**config.mk**
```make
export PLATFORM = sky130hd
export DESIGN_NAME = dtree_mc
export DESIGN_NICKNAME = d
export VERILOG_FILES = /design/src/rtl/dtree_mc.sv
export SDC_FILE = /design/constraint.sdc
export NUM_CORES = 1
export LEC_CHECK = 0
export BUFFER_PORTS_ARGS = -buffer_cell sky130_fd_sc_hd__buf_2
export CAP_MARGIN = 20
export CORE_MARGIN = 1.5
export CORE_UTILIZATION = 63
export DETAILED_ROUTE_END_ITERATION = 10
export GPL_TIMING_DRIVEN = 0
export PLACE_DENSITY = 0.8
export REMOVE_ABC_BUFFERS = 1
export SLEW_MARGIN = 20
export SYNTH_ARGS = -nofsm -noshare
export SYNTH_HDL_FRONTEND = slang
export SYNTH_SLANG_ARGS = --single-unit
```
**constraint.sdc**
```tcl
create_clock -name clk -period 9.74 [get_ports clk]
set_input_delay 0.487 -clock clk [delete_from_list [all_inputs] [get_ports clk]]
set_output_delay 0.487 -clock clk [all_outputs]
set_load 0.03 [all_outputs]
```
**src/rtl/dtree_mc.sv**
```systemverilog
// Multi-channel oblique decision-tree classifier: per-channel sample windows,
// register-held node parameters and one shared MAC walking the tree.
module dtree_mc #(
  parameter int FEATURES    = 3,
  parameter int DEPTH       = 3,
  parameter int CHANNELS    = 4,
  parameter int IN_WIDTH    = 10,
  parameter int COEFF_WIDTH = 4,
  localparam int NODES = (2 ** DEPTH) - 1,
  localparam int WORDS = NODES * (FEATURES + 1),
  localparam int CHW   = (CHANNELS > 1) ? $clog2(CHANNELS) : 1,
  localparam int AW    = $clog2(WORDS),
  localparam int LW    = $clog2(DEPTH + 1),
  localparam int NW    = DEPTH + 1
) (
  input  logic                  clk,
  input  logic                  reset,
  input  logic                  in_valid,
  output logic                  in_ready,
  input  logic [CHW-1:0]        in_channel,
  input  logic [IN_WIDTH-1:0]   sample,
  input  logic                  cfg_we,
  output logic                  cfg_ready,
  input  logic [AW-1:0]         cfg_addr,
  input  logic [IN_WIDTH:0]     cfg_data,
  output logic                  out_valid,
  input  logic                  out_ready,
  output logic [CHW-1:0]        out_channel,
  output logic [DEPTH-1:0]      out_path,
  output logic [LW-1:0]         out_level,
  output logic [NW-1:0]         out_node
);

  localparam int ACCW = IN_WIDTH + 2 + $clog2(FEATURES);
  localparam int PW   = IN_WIDTH + COEFF_WIDTH;
  localparam int KW   = (FEATURES > 1) ? $clog2(FEATURES) : 1;
  localparam int NIW  = (NODES > 1) ? $clog2(NODES) : 1;

  typedef enum logic [2:0] {IDLE, LOAD, MAC, DECIDE, OUT} state_t;

  state_t                      state_q, state_d;
  logic signed [COEFF_WIDTH-1:0] coeff_q [NODES][FEATURES];
  logic signed [IN_WIDTH-1:0]  bias_q [NODES];
  logic [NODES-1:0]            leaf_q;
  logic signed [IN_WIDTH-1:0]  win_q [CHANNELS][FEATURES];
  logic signed [ACCW-1:0]      acc_q, acc_d;
  logic [NW-1:0]               node_q, node_d;
  logic [LW-1:0]               level_q, level_d;
  logic [DEPTH-1:0]            path_q, path_d;
  logic [KW-1:0]               k_q, k_d;
  logic [CHW-1:0]              ch_q, ch_d;

  logic                        accept, cfgWrite, decision;
  logic [NIW-1:0]              nodeIdx;
  logic signed [COEFF_WIDTH-1:0] cSel;
  logic signed [IN_WIDTH-1:0]  wSel;
  logic signed [PW-1:0]        prod, scaled;

  assign accept   = (state_q == IDLE) && in_valid;
  assign cfgWrite = (state_q == IDLE) && cfg_we;
  // Only nodes below NODES are ever visited in LOAD/MAC, so the low bits index storage.
  assign nodeIdx  = node_q[NIW-1:0];

  assign cSel   = coeff_q[nodeIdx][k_q];
  assign wSel   = win_q[ch_q][k_q];
  assign prod   = $signed({{IN_WIDTH{cSel[COEFF_WIDTH-1]}}, cSel})
                * $signed({{COEFF_WIDTH{wSel[IN_WIDTH-1]}}, wSel});
  assign scaled = prod >>> (COEFF_WIDTH - 1);

  always_comb begin
    state_d  = state_q;
    acc_d    = acc_q;
    node_d   = node_q;
    level_d  = level_q;
    path_d   = path_q;
    k_d      = k_q;
    ch_d     = ch_q;
    decision = acc_q[ACCW-1];
    case (state_q)
      IDLE: begin
        if (in_valid) begin
          ch_d    = in_channel;
          node_d  = '0;
          level_d = '0;
          path_d  = '0;
          state_d = LOAD;
        end
      end
      LOAD: begin
        if (leaf_q[nodeIdx]) begin
          state_d = OUT;
        end else begin
          acc_d   = ACCW'(bias_q[nodeIdx]);
          k_d     = '0;
          state_d = MAC;
        end
      end
      MAC: begin
        acc_d = acc_q + ACCW'(scaled);
        k_d   = k_q + KW'(1);
        if (k_q == KW'(FEATURES - 1)) state_d = DECIDE;
      end
      DECIDE: begin
        for (int i = 0; i < DEPTH; i++) begin
          if (level_q == LW'(i)) path_d[i] = decision;
        end
        node_d  = {node_q[NW-2:0], 1'b0} + NW'(1) + NW'(decision);
        level_d = level_q + LW'(1);
        state_d = (level_d == LW'(DEPTH)) ? OUT : LOAD;
      end
      OUT: begin
        if (out_ready) state_d = IDLE;
      end
      default: state_d = IDLE;
    endcase
  end

  always_ff @(posedge clk or negedge reset) begin
    if (!reset) begin
      state_q <= IDLE;
      acc_q   <= '0;
      node_q  <= '0;
      level_q <= '0;
      path_q  <= '0;
      k_q     <= '0;
      ch_q    <= '0;
      leaf_q  <= '0;
      for (int n = 0; n < NODES; n++) begin
        bias_q[n] <= '0;
        for (int k = 0; k < FEATURES; k++) coeff_q[n][k] <= '0;
      end
      for (int c = 0; c < CHANNELS; c++) begin
        for (int k = 0; k < FEATURES; k++) win_q[c][k] <= '0;
      end
    end else begin
      state_q <= state_d;
      acc_q   <= acc_d;
      node_q  <= node_d;
      level_q <= level_d;
      path_q  <= path_d;
      k_q     <= k_d;
      ch_q    <= ch_d;
      if (cfgWrite) begin
        for (int n = 0; n < NODES; n++) begin
          for (int k = 0; k < FEATURES; k++) begin
            if (cfg_addr == AW'(n * (FEATURES + 1) + k))
              coeff_q[n][k] <= cfg_data[COEFF_WIDTH-1:0];
          end
          if (cfg_addr == AW'(n * (FEATURES + 1) + FEATURES)) begin
            bias_q[n] <= cfg_data[IN_WIDTH-1:0];
            leaf_q[n] <= cfg_data[IN_WIDTH];
          end
        end
      end
      if (accept) begin
        win_q[in_channel][0] <= sample;
        for (int k = 1; k < FEATURES; k++)
          win_q[in_channel][k] <= win_q[in_channel][k-1];
      end
    end
  end

  assign in_ready    = (state_q == IDLE);
  assign cfg_ready   = (state_q == IDLE);
  assign out_valid   = (state_q == OUT);
  assign out_channel = ch_q;
  assign out_path    = path_q;
  assign out_level   = level_q;
  assign out_node    = node_q;

endmodule
```
Word level (Yosys, flattened, before mapping). Index checks and enable logic that the tools add are counted.

Register bits: 311.

Add/sub/neg operators: 5. $mul: 1. Order comparisons: 6. Equal/unequal tests: 42. Mux-type cells: 48. Bitwise logic cells: 4. Reduce and logical (&&, ||, !) cells: 43.

Operators by type and width (count): $bwmux W120 (3); $demux W30 S2 (3); $mux W30 (5); $bmux W30 S2 (2); $reduce_and A2 Y1 (31); $eq A5 B5 Y1 const B (12); $mux W10 (5); $eq A5 B4 Y1 const B (8); $bmux W12 S3 (1); $bmux W10 S3 (1); $pmux W14 S2 (1); $mux W12 (2); $bmux W10 S2 (1); $eq A5 B3 Y1 const B (4); $mux W20 (1); $mux W3 (6); $pmux W3 S5 (1); $add A14 B11 Y14 (1); $mul A4 B10 Y14 (1); $mux W14 (1); $mux W4 (3); $ne A2 B2 Y1 const B (6); $reduce_and A3 Y1 (4); $eq A5 B2 Y1 const B (2); other kinds (28) (44).

Logic depth before layout (Yosys ltp).
Depth after elaboration: 10. Gate-level depth with buffers: 33. Mapped depth without buffers: 29.

Worst setup path before layout. Ideal clock, no wire load.

Path kind: flip-flop to flip-flop. Start point: reg node_q[0], in the netlist out_node[0]. End point: reg acc_q[13]. Arrival: 7153 ps. Required time: 9619 ps. Path slack: 2466 ps. Cell stages (with the launch flop): 26. Buffers on the path: 4. Period minus slack after synthesis: 7274 ps. Cell sequence: dfrtp_1 -> buf_2 -> buf_2 -> buf_2 -> o21ai_0 -> mux4_2 -> o21ai_0 -> clkbuf_1 -> nand2b_1 -> fa_1 -> fa_1 -> fa_1 -> inv_1 -> ha_1 -> fa_1 -> a21o_1 -> a221o_1 -> nor4_1 -> o41ai_1 -> xnor3_2 -> ha_1 -> nor2_1 -> o41ai_1 -> xnor2_2 -> a21oi_1 -> a2bb2oi_2.

Longest elaborated chain between the ends: 10. Elaborated cells between the ends (all ways): 18. Classes of those cells: add/sub: 1; mul: 1; eq/ne: 1; mux: 13; bitwise: 1; reduce/logical: 1.

RTL lines: start, declared (RTL line 47) `logic [NW-1:0] node_q, node_d;`; start signal, assigned (RTL line 138) `node_q <= node_d;`; $not A3 Y4 (implied by the code) (RTL line 64, 93); $bmux W12 S3 (RTL line 64) `assign cSel = coeff_q[nodeIdx][k_q];`; $mux W12 (implied by the code) (2 in series) (RTL line 64); $bmux W4 S2 (RTL line 64); $mux W4 (implied by the code) (2 in series) (RTL line 64); $mul A4 B10 Y14 (RTL line 67) `* $signed({{COEFF_WIDTH{wSel[IN_WIDTH-1]}}, wSel});`; $add A14 B11 Y14 (RTL line 99) `acc_d = acc_q + ACCW'(scaled);`; $pmux W14 S2 (RTL line 79) `case (state_q)`; end signal, assigned (RTL line 121) `acc_q <= '0;`; end signal, assigned (RTL line 137) `acc_q <= acc_d;`; end, declared (RTL line 46) `logic signed [ACCW-1:0] acc_q, acc_d;`.

Several ways; a longest one is shown, not always the timed one. The select of a mux whose other input is x is not followed. A chain may end at the register's enable or synchronous reset.

Worst setup path after layout.
Start point: reg node_q[1], in the netlist out_node[1]. End point: reg acc_q[13].

The elaborated chain is that of the path after synthesis.

==> results.md <==
- Post-synthesis async set-or-reset flop share: 1.00
- Largest family of logic cells by synthesized area: multiplexers
- Finished Core Util: 0.712
- P_leak: 8.26 nW
- Worst r2r dst: acc_q[13]$_DFFE_PN0P_
- R2R setup slack: 1.19 ns
- Routed wire length: 35000 microns
- Layout fillers: 1685
- Final net count: 1347
- Post-synthesis mux area share: 0.296
- Pint: 4.30 mW
- Die W: 163 microns
- Crit Path Category: reg -> reg
- Top-area cell type share of the netlist area: 0.485
- Pin count of the biggest net entering global routing: 94
- Max clock buf depth: 3
- Antenna viol nets, final: 0
- Net Switching: 2.77 mW
- Yosys warning total: 0
- Drc violations: 0
- Sw Share: 0.392
- Global-route wire length before repair: 57100 microns
- Sequential share of the synthesized area: 0.485
- Post-synth top area cell: dfrtp_1
- CTS tree: done
- Maximum VDD drop: 492 uV
- DR vias: 10200
- Final Cycle Share: 0.878
- Hold Path End: win_q[84]$_DFFE_PN0P_
- Die height: 163 microns
- Worst EP arrival: 8.94 ns
- CP Launch Point: out_node[1]$_DFFE_PN0P_
- Setup ws final: 1.19 ns
- Worst Tran Pin Value: 1.08 ns
- Max H-tree Level: 2
- #FFs+latches synth: 311
- Area fraction in compound gates after synthesis: 0.0589
- RSZ-0062 raised after global routing: false
- Post-CTS setup buffer count: 0
- Avg WL per Cell: 21.8 microns
- Worst-path clk slew: 0.06 ns
- TritonCTS Buffers: 34
- Total grt overflow: 0
- RR Startpoint: out_node[1]$_DFFE_PN0P_
- Root buffer cell: clkbuf_16
- Post-synth top cells: 311 x dfrtp_1, 285 x mux2_2, 72 x nor2_1
- Worst hold path startpoint: sample[4]
- Synth Area in XOR/XNOR: 0.0134
- GPL Wtd Cong: 0.815
- Final max-slew violation count: 0
- IO Count: 47
- Outcome: complete, no violations
- Rows: 58
- Max Cap Viol: 0
- Pre-Repair DR Iteration Count: 5
- Area Overhead vs Synth: 11.6%
- Placeable Area: 25100 sq um
- First DRT Iteration DRCs: 611
- HPWL after DPL: 22600 microns
- Crit-path max FO: 42
- Clock share of power: 0.185
- Mapped cell area: 16000 sq um
- Initial Util: 0.638
- Adder-cell share of the synthesized area: 0.0603
- Area after DPL: 16700 sq um
- Setup WS pre-CTS: 1.29 ns
- Clk_lat worst skew: 0.52 ns
- Post-route cell area: 17900 sq um
- Avg Inst Size Synth: 13.1 sq um
- Setup tns final: 0 ns
- Setup Skew: 0.0202 ns
- Die area: 26400 sq um
- Largest cells by area after synthesis: dfrtp_1 49%, mux2_2 20%, mux4_2 7.3%
- Yosys cell types: 64
- EDFF count, synth: 0
- Sequential power share: 0.310
- Number of diodes: 0
- Post-Syn Instances: 1224
- R2R cell count: 26
- CP required: 10.12 ns
- Top FF cell, synth: dfrtp_1
- P per Cell Area: 395 nW/um^2
- Initial antenna violation count: 0
- I/O Buffers: 46
- Hold WS: 0.242 ns
- Total track usage: 0.277
- Sink Count: 311
- Fmax: 117 MHz
- Combinational share of power: 0.506
- Slew HR: 0.280
- Final hold vios: 0
- Vias in the first global route: 11000
- Worst Setup Start Kind: register
- Worst Setup End Kind: register
- Via/cell ratio: 6.35
- Fin crit period: 8.55 ns
- Most common cell in the synthesized netlist: dfrtp_1
- Layout cells sized above 1: 0.377
- Setup violations, final: 0
- Worst hold-check path type: in -> reg
- WHS Path Cells: 2
- Post-synthesis simple-gate area fraction: 0.0612
[metal layers]
layer  vias to the layer above  part of all wire  global-route usage
met1                      5331              0.42               0.367
met2                       260              0.50               0.460
met5                         -                 0                   0
met3                        74             0.046              0.0448
met4                         0             0.030               0.113
li1                       4507                 -                   -
[worst max-delay path, stage by stage (launching register included)]
cell	delay, ns
dfrtp_4	0.61
buf_16	0.31
and2b_1	0.59
nand2_1	0.18
o21ai_0	0.13
mux4_2	0.48
o21ai_1	0.75
nand2b_1	0.23
fa_1	0.45
fa_1	0.48
fa_1	0.52
inv_1	0.05
ha_1	0.22
fa_1	0.49
a21o_1	0.20
a221o_1	0.33
nor4_1	0.29
or3_1	0.19
xnor2_1	0.06
ha_1	0.36
nand2_1	0.07
o31ai_1	0.30
nor4_1	0.12
o41ai_1	0.55
xnor2_2	0.17
a21oi_1	0.10
a2bb2oi_2	0.17
[metrics by stage]
stage / power, mW / std cells
2_1_floorplan: 4.80 / 1148
3_3_place_gp: 5.48 / 1524
3_5_place_dp: 5.70 / 1543
4_1_cts: 7.07 / 1603
5_1_grt: 7.55 / 1603
6_report: 7.07 / 1603
[repair_timing]
| item | 4_1_cts | 5_1_grt |
|---|---|---|
| resized for setup | 0 | 0 |
| hold buffers | 1 | 0 |
| endpoints found under the hold margin | 73 | 0 |
[placed cells by master (no fill, tap or decap), types with 5 or more instances in the layout]
cell	Yosys	layout
buf_16	0	7
clkbuf_8	0	7
o211ai_1	5	5
dfrtp_1	311	306
mux4_2	52	52
a21oi_1	45	45
nor3_1	14	12
mux2i_1	36	36
nor2_1	72	68
a211oi_1	12	12
xnor2_1	15	15
mux2_2	285	285
nand2b_1	8	8
buf_4	2	6
clkbuf_16	0	34
inv_1	22	22
o21ai_0	34	32
a2bb2oi_1	5	5
nand3_1	13	13
nand2_1	61	60
nor2b_1	13	13
fa_1	22	22
ha_1	42	42
xor2_1	5	5
and3_1	6	6
buf_2	12	45
[registers in the layout, indices dropped and copies added (netlist names)]
name and count:
acc_q 14, bias_q 70, coeff_q 84, k_q 2, leaf_q 7, out_channel 2
out_level 2, out_node 4, out_path 3, state_q 3, win_q 120
[final cells by class]
cell class,count,area (sq um),area share
Inverter,23,86.3,0.00483
Timing Repair Buffer,66,581,0.0325
Multi-Input combinational cell,814,7870,0.440
Sequential cell,311,7790,0.436
Tap cell,330,413,0.0231
Clock inverter,14,178,0.00993
Clock buffer,45,962,0.0538
[worst max path at each step]
stage / to / slack, ns / depth (start not counted)
global route: acc_q[13]$_DFFE_PN0P_ / 0.65 / 26
floorplan: acc_q[13]$_DFFE_PN0P_ / 1.16 / 23
CTS: acc_q[13]$_DFFE_PN0P_ / 1.23 / 26
detailed placement: acc_q[13]$_DFFE_PN0P_ / 1.29 / 26
finish: acc_q[13]$_DFFE_PN0P_ / 1.19 / 26
global placement: acc_q[13]$_DFFE_PN0P_ / -0.73 / 25
[power by group through the flow]
stage	registers, mW	logic, mW	clock network, mW
2_1_floorplan	2.13	2.67	0
3_3_place_gp	2.24	3.24	0
3_5_place_dp	2.19	3.51	0
4_1_cts	2.18	3.57	1.32
5_1_grt	2.25	3.93	1.37
6_report	2.19	3.57	1.30
[cells by family (layout without fill, tap and decap cells)]
group	count (synthesis)	count (layout)
XOR/XNOR	22	22
AND/OR/NAND/NOR	211	211
AO/OA/AOI/OAI	144	144
multiplexers	373	373
adder cells (fa/ha/maj)	64	64
flip-flops	311	311
buffers and inverters	99	148
Note: power is estimated with default switching activity, not from simulation.
